<file path="src/rtl/cpu_stack_ctl.sv">
// Hardware stack controller: keeps the top entry in a register and spills the rest to a 1024x35 single-port RAM.
// Push and same-cycle pop+push take one cycle; a pop that must fetch a new top from RAM takes two.
// st__stall_5a is high during the single REFILL cycle, and request inputs are ignored while it is high.
module cpu_stack_ctl (
    input  logic        clk,
    input  logic        rst_b,
    input  logic        st__pop_5a,
    input  logic [10:0] st__to_pop_5a,
    input  logic        st__push_5a,
    input  logic [34:0] st__to_push_5a,
    output logic        st__stall_5a,
    output logic [34:0] st__tos,
    output logic        st__tos_valid,
    output logic [10:0] st__depth,
    output logic        st__overflow,
    output logic        st__underflow,
    output logic [9:0]  ram_addr,
    output logic        ram_we,
    output logic [34:0] ram_wdata,
    output logic        ram_re,
    input  logic [34:0] ram_rdata
);

    typedef enum logic {IDLE, REFILL} state_t;

    localparam logic [10:0] FULL = 11'd1024;

    state_t state;
    logic   pop_act;
    logic   pop_lt;
    logic   pop_gt;

    assign pop_act       = st__pop_5a && (st__to_pop_5a != 11'd0);
    assign pop_lt        = st__to_pop_5a < st__depth;
    assign pop_gt        = st__to_pop_5a > st__depth;
    assign st__stall_5a  = (state == REFILL);
    assign st__tos_valid = (st__depth != 11'd0);

    // RAM strobes are issued in the same cycle as the accepted request.
    always_comb begin
        ram_we    = 1'b0;
        ram_re    = 1'b0;
        ram_addr  = 10'd0;
        ram_wdata = 35'd0;
        if (state == IDLE) begin
            if (pop_act && !st__push_5a && pop_lt) begin
                ram_re   = 1'b1;
                ram_addr = 10'(st__depth - 11'd1 - st__to_pop_5a);
            end else if (!pop_act && st__push_5a &&
                         (st__depth != 11'd0) && (st__depth != FULL)) begin
                ram_we    = 1'b1;
                ram_addr  = 10'(st__depth - 11'd1);
                ram_wdata = st__tos;
            end
        end
    end

    always_ff @(posedge clk or negedge rst_b) begin
        if (!rst_b) begin
            state         <= IDLE;
            st__depth     <= 11'd0;
            st__tos       <= 35'd0;
            st__overflow  <= 1'b0;
            st__underflow <= 1'b0;
        end else begin
            case (state)
                IDLE: begin
                    if (pop_act && st__push_5a) begin
                        // Pop then push: the pushed value becomes the top and the
                        // entry underneath is already in RAM, so no access is needed.
                        st__tos <= st__to_push_5a;
                        if (pop_gt) begin
                            st__underflow <= 1'b1;
                            st__depth     <= 11'd1;
                        end else begin
                            st__depth <= st__depth - st__to_pop_5a + 11'd1;
                        end
                    end else if (pop_act) begin
                        if (pop_lt) begin
                            st__depth <= st__depth - st__to_pop_5a;
                            state     <= REFILL;
                        end else begin
                            st__depth <= 11'd0;
                            if (pop_gt)
                                st__underflow <= 1'b1;
                        end
                    end else if (st__push_5a) begin
                        if (st__depth == FULL) begin
                            st__overflow <= 1'b1;
                        end else begin
                            st__tos   <= st__to_push_5a;
                            st__depth <= st__depth + 11'd1;
                        end
                    end
                end
                REFILL: begin
                    st__tos <= ram_rdata;
                    state   <= IDLE;
                end
                default: state <= IDLE;
            endcase
        end
    end

endmodule

</file>
<file path="config.mk">
export PLATFORM = sky130hd
export DESIGN_NAME = cpu_stack_ctl
export DESIGN_NICKNAME = d
export VERILOG_FILES = /design/src/rtl/cpu_stack_ctl.sv
export SDC_FILE = /design/constraint.sdc
export NUM_CORES = 1
export LEC_CHECK = 0
export CAP_MARGIN = 25
export CORE_UTILIZATION = 30
export CTS_BUF_LIST = sky130_fd_sc_hd__clkbuf_16
export CTS_CLUSTER_DIAMETER = 150
export DETAILED_ROUTE_END_ITERATION = 6
export PLACE_DENSITY = 0.62
export RECOVER_POWER = 50
export SLEW_MARGIN = 20
export SYNTH_ARGS = -nofsm -noshare
export SYNTH_HDL_FRONTEND = slang
export SYNTH_SLANG_ARGS = --single-unit
export TNS_END_PERCENT = 10
</file>
<file path="constraint.sdc">
create_clock -name clk -period 2.81 [get_ports clk]
set_input_delay 0.4215 -clock clk [delete_from_list [all_inputs] [get_ports clk]]
set_output_delay 0.4215 -clock clk [all_outputs]
set_load 0.1 [all_outputs]
</file>
======== After elaboration in Yosys (flattened, before gate mapping) ========
Index checks and enable logic that the tools add are counted.
storage, ports and cells
  bits in latches ......................... 0
  memories ................................ 0
  memory bits (read-only) ................. 0
  register bits ........................... 49
  word-level logic and storage cells ...... 69
  RAM bits ................................ 0
cells by class
  mux-type cells .......................... 30
  equal/unequal tests ..................... 7
  bitwise logic cells ..................... 3
  magnitude comparators ................... 2
  add/subtract/negate cells ............... 5
  reduce and logical (&&, ||, !) cells .... 17
  divide/modulo/power cells ............... 0
  shifts and indexed selects .............. 0
  $mul .................................... 0
operators by type and width
  kind                                                    count
  2-to-1 mux 35 bit                                       7
  one-hot mux 35 bit (2 select lines)                     1
  2-to-1 mux 11 bit                                       6
  2-to-1 mux 10 bit                                       3
  adder 11 x 1 -> 11 bit (second input constant)          2
  nonzero test 11 bit                                     2
  2-to-1 mux 1 bit                                        12
  equality test 11 bit (second input constant)            1
  greater-than comparator 11 bit                          1
  < comparator 11 bit                                     1
  inequality test 11 bit (second input constant)          1
  subtractor 11 bit                                       1
  subtractor 10 x 1 -> 10 bit (second input constant)     1
  subtractor 10 bit                                       1
  AND reduction 3 bit                                     3
  logical AND 1 bit                                       7
  inequality test 3 x 2 -> 1 bit (second input constant)  2
  inequality test 3 bit (second input constant)           2
  AND reduction 5 bit                                     1
  inverter 1 bit                                          3
  nonzero test 3 bit                                      1
  logical NOT 1 bit                                       2
  inequality test 2 x 1 -> 1 bit (second input constant)  1
  one-hot mux 1 bit (2 select lines)                      1
  nonzero test 2 bit                                      1

======== Depth between registers and ports, before layout ========
Gate-level depths: netlist of run 1.
  depth after elaboration ................. 9
  mapped depth ............................ 12
  gate-level depth less buffers ........... 12

======== Worst setup path after synthesis of run 1 ========
OpenSTA, ideal clock, no wires.
  path kind ............................... register -> output
  from .................................... register st__depth[0]
  to ...................................... output port ram_addr[8]
  setup slack ............................. -2651 ps
  required time ........................... 2389 ps
  data arrival time ....................... 5040 ps
  stages on the path, launching flop included .. 13
  buffers on the path ..................... 0
  path through ............................ dfrtp_1 > inv_1 > ha_1 > xor2_1 > ha_1 > nor2b_1 > o21ai_0 > a21oi_1 > o21a_1 > nor3_1 > o21bai_1 > xnor2_1 > o21ai_0
between the ends
  word-level cells in the longest chain between the ends .. 6
ends and longest elaborated chain
  element                                                                              RTL line  source
  start, declared                                                                      14        output logic [10:0] st__depth,
  start signal, assigned                                                               76        st__depth <= st__depth - st__to_pop_5a + 11'd1;
  start signal, assigned                                                               80        st__depth <= st__depth - st__to_pop_5a;
  start signal, assigned                                                               92        st__depth <= st__depth + 11'd1;
  parallel branches: the longest is 4 deep, another holds subtractor 10 x 1 -> 10 bit  --
  2-to-1 mux 10 bit *                                                                  46        if (pop_act && !st__push_5a && pop_lt) begin
  2-to-1 mux 10 bit *                                                                  45        if (state == IDLE) begin
  end, declared                                                                        17        output logic [9:0] ram_addr,
Every way passes the cells marked *.

======== Worst setup path in the final report of run 1 ========
  from .................................... register st__depth[1]
  to ...................................... output port ram_addr[4]
Same word-level chain as after synthesis.

==> metrics.md, run 1 <==
| Metric | Value |
|---|---|
| FF+latch count, synth | 49 |
| Power Density | 1290 nW/um^2 |
| Largest net degree at the start of global routing | 43 |
| Max-slew headroom | -31.4% |
| Horiz. Die Dim | 121 um |
| # fillers | 1191 |
| Period utilization | 117% |
| Post-route cell area | 8290 um^2 |
| Crit path max-delay cell type | dfrtp_4 |
| Remaining global-route overflow | 0 |
| CTS Sinks | 49 |
| Final Wtd Congestion | 0.942 |
| Critical Path End Type | output port |
| Via count | 4970 |
| Worst setup margin | -491 ps |
| Crit path kind | reg2out |
| Synth-to-layout area growth | 95.0% |
| Detailed-router iteration count before antenna repair | 4 |
| Vias in the first global route | 5168 |
| Antenna violations before repair | 0 |
| WL met3 | 1360 um |
| WP depth | 11 |
| Syn_area_per_cell | 8.34 um^2 |
| Worst-path cell chain | buf_8 > buf_8 > ha_4 > nand2b_4 > a21o_1 > a2111oi_4 > o21ai_2 > nand2b_4 > buf_4 > o31ai_4 > buf_12 |
| RSZ-0062 raised after global routing | true |
| Post-route ant nets | 0 |
| Hold Buf Count CTS | 0 |
| Maximum clock rate | 303 MHz |
| Core area | 13800 um^2 |
| PortBufs | 181 |
| Delay-heaviest family, CP | compound AO/OA/AOI/OAI gates |
| Final setup fails | 17 |
| Maximum clock path buffer count | 2 |
| Arrival time at the worst endpoint | 2880 ps |
| Fin crit period | 3300 ps |
| Status | finished with violations |
| Wl on met1 | 6660 um |
| Async set-reset flop share out of synthesis | 100% |
| Static Leak | 3.46 nW |
| Residual DRC | 0 |
| Final Hold Fails | 0 |
| Placed cell areas | 7650 um^2 |
| Starting Density | 30.7% |
| Highest routed layer | met4 |
| Iter 0 DRT Violations | 194 |
| Met2 Wirelength | 8380 um |
| NumNets Final | 909 |
| Tot GR Track Use | 23.5% |
| CP max FO | 6 |
| Syn Inst Count | 510 |
| Hold Path Depth | 1 |
| Synth warnings | 0 |
| I/O pins | 182 |
| Post-detail-place hpwl | 13700 um |
| Worst path required time | 2390 ps |
| Row cnt | 43 |
| Post-synth top flop | dfrtp_1 |
| Multi-input gate area | 3460 um^2 |
| EDFF count, synth | 0 |
| Cell variety after synth | 64 |
| Fraction of layout cells with a size suffix above 1 | 42.6% |
| Syn_nets | 621 |
| CP peak stage delay | 490 ps |
| Via-to-Cell Ratio | 5.08 |
| Final Core Density | 60.0% |
| N_diodes | 0 |
| Critical path startpoint category | flip-flop |
| CP bufs+invs | 4 |
| Failing checks | max-capacitance violations, max-slew violations, negative setup slack |
| Worst reg-to-reg path cell count | 12 |
| Worst Skew | 8.84 ps |
| CTS Buf Count | 5 |
| Total power | 10.7 mW |
| Avg WL per Cell | 17.4 um |
| Max cap viols | 1 |
| Sequential cell area | 1260 um^2 |
| Die Height | 121 um |
| Clock root cell | clkbuf_16 |
| Post-Syn Area | 4250 um^2 |
| Post-synthesis sequential area ratio | 28.8% |
| First-pass GRT wire length | 26700 um |
| CTS tree | yes |
| Least-Margin Pin Slew | 1970 ps |
| DRT Wirelength | 17000 um |
| Clock slew at reported path FFs | 70 ps |
| Worst skew pair latency | 300 ps |
| H-tree depth | 2 |
| Pins Over Slew Limit | 35 |
| Die Footprint | 14700 um^2 |
| VDD IR-drop max | 0.782 mV |
| Hold Crit Class | reg2reg |
==> metrics by stage <==
stage	TNS (ps)	setup WS [ps]	hold slack, ps	cells
after floorplan	-8160	-539	126	510
after global placement	-29780	-587	453	963
after detailed placement	-30270	-624	456	963
after CTS	-5340	-492	250	976
after global routing	-6970	-591	498	979
final	-4970	-491	475	979
==> cell type report <==
cell class / count / share of cell area (%)
Tap cell: 180 / 2.72
Clock buffer: 5 / 1.51
Timing Repair Buffer: 309 / 37.1
Sequential cell: 49 / 15.2
Clock inverter: 3 / 0.513
Inverter: 25 / 1.24
Multi-Input combinational cell: 408 / 41.7
==> cell families after synthesis <==
logic type | Yosys count | synth area share (%)
flip-flops | 49 | 28.8
AO/OA/AOI/OAI | 127 | 20.3
AND/OR/NAND/NOR | 188 | 22.9
adder cells (fa/ha/maj) | 26 | 8.00
multiplexers | 36 | 8.51
buffers and inverters | 53 | 4.74
XOR/XNOR | 31 | 6.74
==> worst reg2reg max path: cells and delay by family, from the launching register on <==
family	cells	cell delay (ps)
XOR/XNOR	1	170
AND/OR/NAND/NOR	2	190
adder cells (fa/ha/maj)	2	580
buffers and inverters	2	130
AO/OA/AOI/OAI	5	1280
flip-flops	1	490
==> cell usage in the layout (no fill, tap or decap), types with 17 or more instances in the layout <==
master           synthesis  routed
clkbuf_1                24      32
nand2_1                 21      18
mux2i_1                 35      35
dfrtp_1                 49      37
buf_4                    0     132
clkdlybuf4s50_1          0      73
a21oi_1                 54      51
inv_1                   24      17
buf_12                   0      50
and3_4                   0      35
nor2_1                  68      63
==> cells in the mapped netlist, types with 3 or more instances <==
library cell	count	area (um^2)
a2111oi_2	3	45.0
a21o_1	7	52.6
a21oi_1	54	270
and3_1	40	250
clkbuf_1	24	90.1
dfrtp_1	49	1230
ha_1	24	300
inv_1	24	90.1
mux2i_1	35	350
nand2_1	21	78.8
nand2b_1	10	62.6
nand3_1	12	60.1
nand3b_1	7	52.6
nand4_1	3	18.8
nor2_1	68	255
nor2b_1	3	18.8
nor3_1	7	35.0
nor4_1	5	31.3
o21ai_0	19	95.1
o21ai_1	4	20.0
o21bai_1	3	22.5
o22ai_1	4	25.0
or3_1	3	18.8
xnor2_1	19	166
xor2_1	10	87.6
==> per-layer routing <==
metal / global-route usage (%) / up-vias
met5: 0 / -
met2: 40.1 / 194
met4: 10.6 / 0
met1: 26.9 / 2338
met3: 7.19 / 38
li1: - / 2400
==> path summary, 6_finish.rpt <==
| kind | start | endpoint | slack, ps |
|---|---|---|---|
| max | st__depth[1] | ram_addr[4] | -490 |
| min | st__underflow | st__underflow | 480 |
| max in group asynchronous | rst_b | st__depth[8] | 730 |
| min reg2reg | st__underflow | st__underflow | 480 |
| max reg2reg | st__depth[0] | st__depth[9] | -170 |
| min in group asynchronous | rst_b | st__tos[18] | 670 |
==> power by group <==
part	internal, mW	switching [mW]
clock	0.419	0.283
combinational	3.46	5.39
sequential	0.926	0.220
==> state kept, by name, summed over array words and instances, names as in the netlist <==
name,flops
st__depth,11
st__overflow,1
st__stall_5a,1
st__tos,35
st__underflow,1
==> timing repair <==
action | in CTS | in global routing
endpoints found under the setup margin | 56 | 57
buffers inserted | 5 | 3
resized for setup | 101 | 42
pin swaps | 32 | 32
Power figures use the tool's default switching activity.
==> inputs of run 2 (changes only) <==
--- a/config.mk
+++ b/config.mk
@@ -10,7 +10,7 @@
 export CTS_BUF_LIST = sky130_fd_sc_hd__clkbuf_16
 export CTS_CLUSTER_DIAMETER = 150
 export DETAILED_ROUTE_END_ITERATION = 6
-export PLACE_DENSITY = 0.62
+export PLACE_DENSITY = 0.6
 export RECOVER_POWER = 50
 export SLEW_MARGIN = 20
 export SYNTH_ARGS = -nofsm -noshare
==> constraint.sdc (replaced) <==
create_clock -name clk -period 3.46 [get_ports clk]
set_input_delay 0.519 -clock clk [delete_from_list [all_inputs] [get_ports clk]]
set_output_delay 0.519 -clock clk [all_outputs]
set_load 0.1 [all_outputs]
==> run 2 against run 1 <==
The run ends with max-capacitance violations, max-slew violations left. Global-route usage fell by 1.7 points. Flip-flop and latch count did not move. Via count shrank 6.0%. First-iteration DRC count increased by 32%. Total power shrank 25%. Design area decreased by 7.3%. Sequential share of layout area up 1.2 points. Worst hold slack got worse by 11 ps. Critical path depth decreased by 1. Critical endpoint is now ram_addr[9]. Largest power group unchanged. Highest routed layer unchanged.
==> metrics.md, run 2 (synthesized netlist as in run 1, its figures left out) <==
| Metric | Value |
|---|---|
| Status | finished with violations |
| Failing checks | max-capacitance violations, max-slew violations |
| Max-slew headroom | -38.1% |
| # fillers | 1211 |
| N_diodes | 0 |
| Avg WL per Cell | 17.5 um |
| Period utilization | 99.6% |
| Remaining global-route overflow | 0 |
| Row cnt | 43 |
| Largest net degree at the start of global routing | 71 |
| Worst Skew | 6.02 ps |
| Commonest non-fill, non-tap cell in the layout | clkdlybuf4s50_1 |
| Core area | 13800 um^2 |
| VDD IR-drop max | 0.412 mV |
| NumNets Final | 844 |
| Clock root cell | clkbuf_16 |
| First-pass GRT wire length | 25000 um |
| CTS Sinks | 49 |
| RSZ-0062 raised after global routing | true |
| Max cap viols | 1 |
| I/O pins | 182 |
| Worst-path cell chain | nor4_4 > nand2_2 > or3_4 > xnor2_4 > ha_4 > a21oi_2 > o21ai_2 > xnor2_2 > o22ai_4 > buf_12 |
| Placed cell areas | 7220 um^2 |
| Power Density | 1040 nW/um^2 |
| Hold Crit Class | reg2reg |
| Horiz. Die Dim | 121 um |
| Hold Buf Count CTS | 0 |
| Least-Margin Pin Slew | 2070 ps |
| H-tree depth | 2 |
| Maximum clock path buffer count | 2 |
| Clock slew at reported path FFs | 60 ps |
| Worst path required time | 2940 ps |
| Worst skew pair latency | 290 ps |
| Via count | 4670 |
| Final Hold Fails | 0 |
| Die Footprint | 14700 um^2 |
| Pre-CTS setup slack | -90.7 ps |
| Critical path startpoint category | flip-flop |
| Delay-heaviest family, CP | simple AND/OR/NAND/NOR gates |
| CP max FO | 6 |
| Final setup fails | 0 |
| Worst setup margin | 12.6 ps |
| Crit path max-delay cell type | dfrtp_4 |
| PortBufs | 181 |
| CTS Buf Count | 5 |
| Final Wtd Congestion | 0.916 |
| Synth-to-layout area growth | 80.7% |
| DRT Wirelength | 16000 um |
| Post-route ant nets | 0 |
| Total power | 8.00 mW |
| Via-to-Cell Ratio | 5.11 |
| Crit path kind | reg2out |
| Pins Over Slew Limit | 37 |
| Post-route cell area | 7680 um^2 |
| Residual DRC | 0 |
| Static Leak | 3.20 nW |
| Top reg by flops | st__tos |
| CTS tree | yes |
| Fraction of layout cells with a size suffix above 1 | 27.9% |
| Vias in the first global route | 4758 |
| Most frequent cells in the layout | 88 x clkdlybuf4s50_1, 64 x nor2_1, 60 x buf_4 |
| Critical Path End Type | output port |
| Tot GR Track Use | 21.9% |
| Largest register FFs | 35 |
| Starting Density | 30.7% |
| Post-detail-place hpwl | 12600 um |
| Arrival time at the worst endpoint | 2930 ps |
| Detailed-router iteration count before antenna repair | 4 |
| Iter 0 DRT Violations | 257 |
| Maximum clock rate | 290 MHz |
| Hold Worst Slack | 465 ps |
| Die Height | 121 um |
| Biggest regs | st__tos: 35 flops, st__depth: 11 flops |
| Antenna violations before repair | 0 |
| CP bufs+invs | 1 |
| Fin crit period | 3450 ps |
| CP peak stage delay | 520 ps |
-- run 2: cell count changes in the layout (fill, tap and decap cells not counted), moves of 3 or more --
cell,previous run,this run
buf_4,132,60
dlygate4sd3_1,0,38
and3_1,5,40
and3_4,35,0
clkbuf_1,32,2
clkdlybuf4s50_1,73,88
buf_6,12,2
dlymetal6s2s_1,1,5
nor2_4,4,0
dlygate4sd2_1,3,0
nor2_2,2,5
o21ai_0,9,12
o21ai_1,7,4
-- run 2: repair_timing --
action / CTS / global route
cloned: 0 / 0
endpoints found under the setup margin: 9 / 11
endpoints found under the hold margin: 0 / 0
setup buffers: 7 / 7
resized for setup: 7 / 38
pin swaps: 7 / 21
-- run 2: worst reg2reg max path, stage by stage, from the launching register on --
cell and delay, ps:
dfrtp_4 500, inv_4 90, ha_2 180, inv_1 50, fa_1 420, a211o_1 330, a2111oi_2 310, a41oi_1 110
a31oi_2 210, nand4_1 130, xor2_1 170, a2111oi_2 370, nor2_1 60
-- run 2: final timing paths --
kind	to	from	cells past startpoint	slack, ps
hold reg to reg	st__underflow	st__underflow	1	460
hold / removal	st__underflow	st__underflow	1	460
setup / recovery	ram_addr[9]	st__depth[3]	10	10
min in group asynchronous	st__tos[25]	rst_b	1	820
max in group asynchronous	st__tos[10]	rst_b	2	1050
setup reg to reg	st__depth[9]	st__depth[0]	12	400
-- run 2: area by class of cell --
type,count,area (um^2),share of cell area (%)
timing repair buffer,244,2790,36.3
tap,180,225,2.93
sequential,49,1260,16.4
multi-input combinational,408,3170,41.3
inverter,25,100,1.30
clock buffer,5,125,1.63
clock inverter,3,16.3,0.212
-- run 2: metal layers --
layer / track usage [%] / share of wire, % / vias up
met5: 0 / 0 / -
met4: 8.10 / 3.0 / 0
met3: 6.06 / 8.5 / 31
met2: 37.5 / 49 / 195
met1: 25.9 / 40 / 2174
li1: - / - / 2270
-- run 2: metrics by stage --
stage | util, % | instances | TNS (ps)
finish | 55.6 | 914 | 0
global route | 55.6 | 914 | -137
CTS | 53.9 | 907 | 0
detailed placement | 52.2 | 892 | -356
global placement | 52.2 | 892 | -41.1
floorplan | - | 510 | 0
-- run 2: power breakdown --
group,total [mW],internal [mW],switching (mW)
registers,0.995,0.751,0.244
logic,6.53,2.43,4.09
clock network,0.479,0.266,0.213
total,8.00,3.45,4.55
